<file path="src/rtl/mc_defines.sv">
// Shared memory-controller constants used by the read-data path.
package mc_defines;

  // Read-data FIFO geometry: 4 entries of {parity[3:0], data[31:0]}.
  localparam int MC_RD_FIFO_DEPTH = 4;
  localparam int MC_RD_FIFO_DW    = 36;

endpackage : mc_defines

</file>
<file path="src/rtl/mc_rd_fifo.sv">
// Four-entry first-word-fall-through FIFO for delayed memory read data.
// One-hot write/read pointers, flip-flop storage, and a combinational head mux.
// The head mux exists so the Wishbone read mux and the parity checker see the
// oldest word without a register stage. There are no full/empty flags: the
// controller's read sequencing keeps the FIFO from overflowing or underflowing.
module mc_rd_fifo
  import mc_defines::*;
#(
  parameter int DW    = MC_RD_FIFO_DW,
  parameter int DEPTH = MC_RD_FIFO_DEPTH
) (
  input  logic          clk,
  input  logic          rst,   // synchronous, active-low
  input  logic          clr,   // synchronous flush, active-high
  input  logic [DW-1:0] din,
  input  logic          we,
  input  logic          re,
  output logic [DW-1:0] dout
);

  // Both pointers return to entry 0 on reset or flush.
  localparam logic [DEPTH-1:0] PTR_INIT = {{(DEPTH-1){1'b0}}, 1'b1};

  logic [DEPTH-1:0] wp_q, wp_d;
  logic [DEPTH-1:0] rp_q, rp_d;
  logic [DW-1:0]    mem_q [DEPTH];

  // Next pointer values: rotate left one position on push/pop; the top-to-bottom
  // wrap falls out of the rotate with no special case.
  always_comb begin
    wp_d = wp_q;
    rp_d = rp_q;
    if (we) begin
      wp_d = {wp_q[DEPTH-2:0], wp_q[DEPTH-1]};
    end
    if (re) begin
      rp_d = {rp_q[DEPTH-2:0], rp_q[DEPTH-1]};
    end
  end

  // Pointer registers: reset beats flush, and flush beats push/pop.
  always_ff @(posedge clk) begin
    if (!rst) begin
      wp_q <= PTR_INIT;
      rp_q <= PTR_INIT;
    end else if (clr) begin
      wp_q <= PTR_INIT;
      rp_q <= PTR_INIT;
    end else begin
      wp_q <= wp_d;
      rp_q <= rp_d;
    end
  end

  // Storage: each entry loads din when the write pointer selects it.
  // Reset zeroes the entries. A flush leaves them alone, so stale words stay
  // visible until they are overwritten.
  for (genvar gi = 0; gi < DEPTH; gi++) begin : g_entry
    always_ff @(posedge clk) begin
      if (!rst) begin
        mem_q[gi] <= '0;
      end else if (!clr && we && wp_q[gi]) begin
        mem_q[gi] <= din;
      end
    end
  end

  // Head-of-queue mux: an AND-OR over the one-hot read pointer.
  always_comb begin
    dout = '0;
    for (int i = 0; i < DEPTH; i++) begin
      if (rp_q[i]) begin
        dout = dout | mem_q[i];
      end
    end
  end

endmodule : mc_rd_fifo

</file>
<file path="config.mk">
export PLATFORM = sky130hd
export DESIGN_NAME = mc_rd_fifo
export DESIGN_NICKNAME = d
export VERILOG_FILES = /design/src/rtl/mc_defines.sv /design/src/rtl/mc_rd_fifo.sv
export SDC_FILE = /design/constraint.sdc
export NUM_CORES = 1
export LEC_CHECK = 0
export BUFFER_PORTS_ARGS = -buffer_cell sky130_fd_sc_hd__clkbuf_2
export CAP_MARGIN = 20
export CORE_ASPECT_RATIO = 0.75
export CORE_UTILIZATION = 50
export DETAILED_ROUTE_END_ITERATION = 10
export GPL_ROUTABILITY_DRIVEN = 0
export PLACE_DENSITY_LB_ADDON = 0.12
export SETUP_SLACK_MARGIN = 0.02
export SYNTH_ARGS = -nofsm -noshare
export SYNTH_HDL_FRONTEND = slang
export SYNTH_SLANG_ARGS = --single-unit
</file>
<file path="constraint.sdc">
create_clock -name clk -period 10.21 [get_ports clk]
set_input_delay 0.5105 -clock clk [delete_from_list [all_inputs] [get_ports clk]]
set_output_delay 0.5105 -clock clk [all_outputs]
set_load 0.1 [all_outputs]
</file>
---- Word level (Yosys, flattened, before mapping) ----
Memory sizes are Yosys's and may differ from the RTL's.
Index checks and enable logic that the tools add are counted.
word-level totals
  memories ................................ 1
  logic and storage cells ................. 39
  memory bits (writable) .................. 144
  register bits after elaboration ......... 8
memory list
  memory  depth  width  rd ports  clocked after memory_dff  wr ports  line              RTL
  mem_q   4      36     4         0                         4         mc_rd_fifo.sv:26  logic [DW-1:0] mem_q [DEPTH];
operators by class
  bitwise logic cells ..................... 8
  reduce and logical (&&, ||, !) cells .... 7
  mux-type cells .......................... 21
operator list
  operator           count
  $mux 36            8
  $or 36x36->36      3
  $mux 1             13
  $logic_and 1x1->1  5
  $or 1x1->1         4
  $reduce_or 2->1    1
  $logic_not 1->1    1
  $not 1->1          1

---- Depth between registers and ports, before layout ----
  word-level depth ........................ 7
  mapped depth ............................ 5
  depth with buffers taken out ............ 2

---- Worst setup path after synthesis ----
Ideal clock, no wire load.
  path kind ............................... input port to flip-flop
  start point ............................. input port clr
  end point ............................... memory mem_q[1][0] (netlist name) (enable)
  data arrival time ....................... 3.228 ns
  cell stages on the path ................. 2
  path slack .............................. 6.503 ns
  cells stage by stage .................... nand2b_1 > o21ai_0
RTL lines
  element      line              RTL
  from (decl)  mc_rd_fifo.sv:14  input logic clr,
  to (decl)    mc_rd_fifo.sv:26

---- Worst setup path after layout ----
  start point ............................. register rp_q[0]
  end point ............................... output port dout[1]
on the way
  cells in the longest elaborated chain, start to end .. 7
RTL lines
  element                 line              RTL
  from (decl)             mc_rd_fifo.sv:25  logic [DEPTH-1:0] rp_q, rp_d;
  from (signal assigned)  mc_rd_fifo.sv:51  rp_q <= rp_d;
  $mux 36 *               mc_rd_fifo.sv:72  if (rp_q[i]) begin
  $or 36x36->36           mc_rd_fifo.sv:73  dout = dout | mem_q[i];
  $mux 36 *               mc_rd_fifo.sv:72
  $or 36x36->36           mc_rd_fifo.sv:73
  $mux 36 *               mc_rd_fifo.sv:72
  $or 36x36->36           mc_rd_fifo.sv:73
  $mux 36 *               mc_rd_fifo.sv:72
  to (decl)               mc_rd_fifo.sv:18  output logic [DW-1:0] dout
Every way passes the cells marked *; elsewhere a longest branch is shown, timed or not.

==> metrics.md <==
| Metric | Value |
|---|---|
| Cts hold-fix bufs | 0 |
| Drt wl/cell | 19.4 um |
| Die ar. | 13500 sq um |
| CP peak stage delay | 0.94 ns |
| Fmax | 362 MHz |
| Post-synth EDFFs | 144 |
| Final period utilization | 0.271 |
| Netlist cell types | 18 |
| Placed cell areas | 6950 sq um |
| Vias in the first global route | 3982 |
| Gr ovfl total | 0 |
| Drt pass-1 iters | 4 |
| Mapped Cells | 466 |
| Total power after layout | 1.52 mW |
| Synthesis-to-layout area growth | 15.9% |
| Slew Limit Fails | 0 |
| Netlist Area Pre-Place | 6510 sq um |
| Worst-margin pin slew | 0.937 ns |
| Fin util | 0.605 |
| Setup TNS Final | 0 ns |
| Worst VDD drop | 0.000120 V |
| Final #Nets | 576 |
| Startpoint types | flip-flop |
| CP bufs+invs | 1 |
| Core area | 12500 sq um |
| H-tree Lvls | 4 |
| Length of routed met3 wiring | 800 um |
| 1st-iter DRT viols | 274 |
| Routed length on met1 | 6620 um |
| PD cells | 202 nW/um^2 |
| Top delay family on crit path | flip-flops |
| Share of cells above drive strength 1 | 0.226 |
| Post-CTS Setup Bufs | 0 |
| Fin. Hold Viols | 0 |
| Initial core utilization | 0.522 |
| Clock Path Buffers | 2 |
| Initial antenna violation count | 0 |
| I/O pins | 77 |
| Uppermost layer routed | met4 |
| CTS Buf Count | 17 |
| Req. time, crit path | 9.70 ns |
| CP Max Fanout | 38 |
| Dpl hpwl | 7620 um |
| Sequential fraction of the synthesis area | 0.689 |
| Synth Area per Inst | 14.0 sq um |
| Syn Nets | 507 |
| GRT Total Usage | 0.225 |
| Num rows | 35 |
| Levels on crit path | 3 |
| R2r worst-path depth | 3 |
| Worst r2r src | wp_q[3]$_SDFFE_PP0P_ |
| IO Port Bufs | 76 |
| CP startpoint | rp_q[0]$_SDFFE_PP1P_ |
| Clock Latency Late Sink | 0.43 ns |
| WL met2 | 6280 um |
| Post-Route WL | 13800 um |
| Yosys warnings | 0 |
| Asr flop ratio synth | 0 |
| CTS tree | done |
| Status | finished clean |
| Die Ht | 101 um |
| Via count | 3873 |
| Reg clk slew, reported paths | 0.06 ns |
| CP Capture Point | dout[1] |
| Hold Crit Class | input port to flip-flop |
| Crit path kind | flip-flop to output pin |
| Clock skew | 0.00720 ns |
| Pin count of the biggest net entering global routing | 39 |
| Unrepaired setup endpoints after global routing | no |
| Ys flop type | edfxtp_1 |
| FF+latch count, synth | 152 |
| Max-cap violation count | 0 |
| Period minus WS final | 2.77 ns |
| Filler Cell Count | 991 |
| CTS resizes | 0 |
| Die Wd | 134 um |
| ANT cells | 0 |
| Crit-path slowest cell | dfxtp_2 |
| DRC | 0 |
| Sinks on Clock Net | 152 |
| R2r setup slk | 8.46 ns |
| CP endpoint kind | output pin |
| First-pass GRT wire length | 21900 um |
| CP cell instances | a22oi_1 -> nand2_1 -> clkbuf_2 |
| Routed Antenna Nets | 0 |
| Final setup vio count | 0 |
| Vias/cell | 5.42 |
| Root Driver | clkbuf_16 |
| Reg2reg end | mem_q[3][22]$_SDFFCE_PN0P_ |
| Finished Cell Area | 7550 sq um |
| Slew HR | 0.375 |
| Most frequent cells in the layout | and2_1 (144), edfxtp_1 (144), clkbuf_2 (76) |
| Leakage power | 3.03 nW |
| Worst EP arrival | 2.25 ns |
==> power by group <==
group | internal, mW | total, mW | switching (mW)
combinational | 0.0279 | 0.160 | 0.132
clock | 0.385 | 0.641 | 0.257
sequential | 0.709 | 0.722 | 0.0137
==> cell type report <==
cell class	instances	area (sq um)	area share
clock buffer	17	425	0.0563
clock inverter	15	179	0.0237
inverter	3	11.3	0.00149
multi-input combinational	277	1800	0.238
sequential	152	4490	0.595
tap	166	208	0.0275
timing repair buffer	84	440	0.0583
==> sequential cells by signal, indices dropped and copies added, names as in the netlist <==
signal  count
mem_q     144
rp_q        4
wp_q        4
==> cells in the mapped netlist, drive strengths merged (4+ instances only) <==
master,number,area (sq um)
edfxtp,144,4320
nand2,38,143
dfxtp,8,160
buf,29,245
a22oi,72,541
and2,144,901
o21ai,4,20.0
clkbuf,5,18.8
and4b,4,40.0
mux2i,4,40.0
==> layer usage <==
metal / up-vias / GRT usage
li1: 1834 / -
met1: 1936 / 0.312
met2: 94 / 0.344
met3: 9 / 0.0623
met4: 0 / 0.0760
met5: - / 0
==> per-stage QoR <==
step	worst slack (ns)	hold WS (ns)	cells
global route	7.31	0.389	714
floorplan	6.50	0.441	466
CTS	7.46	0.388	714
global placement	7.93	0.471	682
finish	7.44	0.395	714
detailed placement	7.93	0.470	682
==> cells by family after synthesis <==
| logic type | after synthesis | share of synthesized area |
|---|---|---|
| buffers and inverters | 37 | 0.0423 |
| multiplexers | 4 | 0.00615 |
| flip-flops | 152 | 0.689 |
| AO/OA/AOI/OAI | 80 | 0.0907 |
| AND/OR/NAND/NOR | 193 | 0.172 |
==> worst min-delay path by stage <==
stage,startpoint,end,slack (ns),cells past startpoint
floorplan,wp_q[1]$_SDFFE_PP0P_,wp_q[1]$_SDFFE_PP0P_,0.44,1
global placement,wp_q[1]$_SDFFE_PP0P_,wp_q[1]$_SDFFE_PP0P_,0.47,1
detailed placement,wp_q[1]$_SDFFE_PP0P_,wp_q[1]$_SDFFE_PP0P_,0.47,1
CTS,din[10],mem_q[2][10]$_SDFFCE_PN0P_,0.39,2
global route,din[5],mem_q[3][5]$_SDFFCE_PN0P_,0.39,2
finish,din[10],mem_q[2][10]$_SDFFCE_PN0P_,0.39,2
Note: power is estimated with default switching activity, not from simulation.
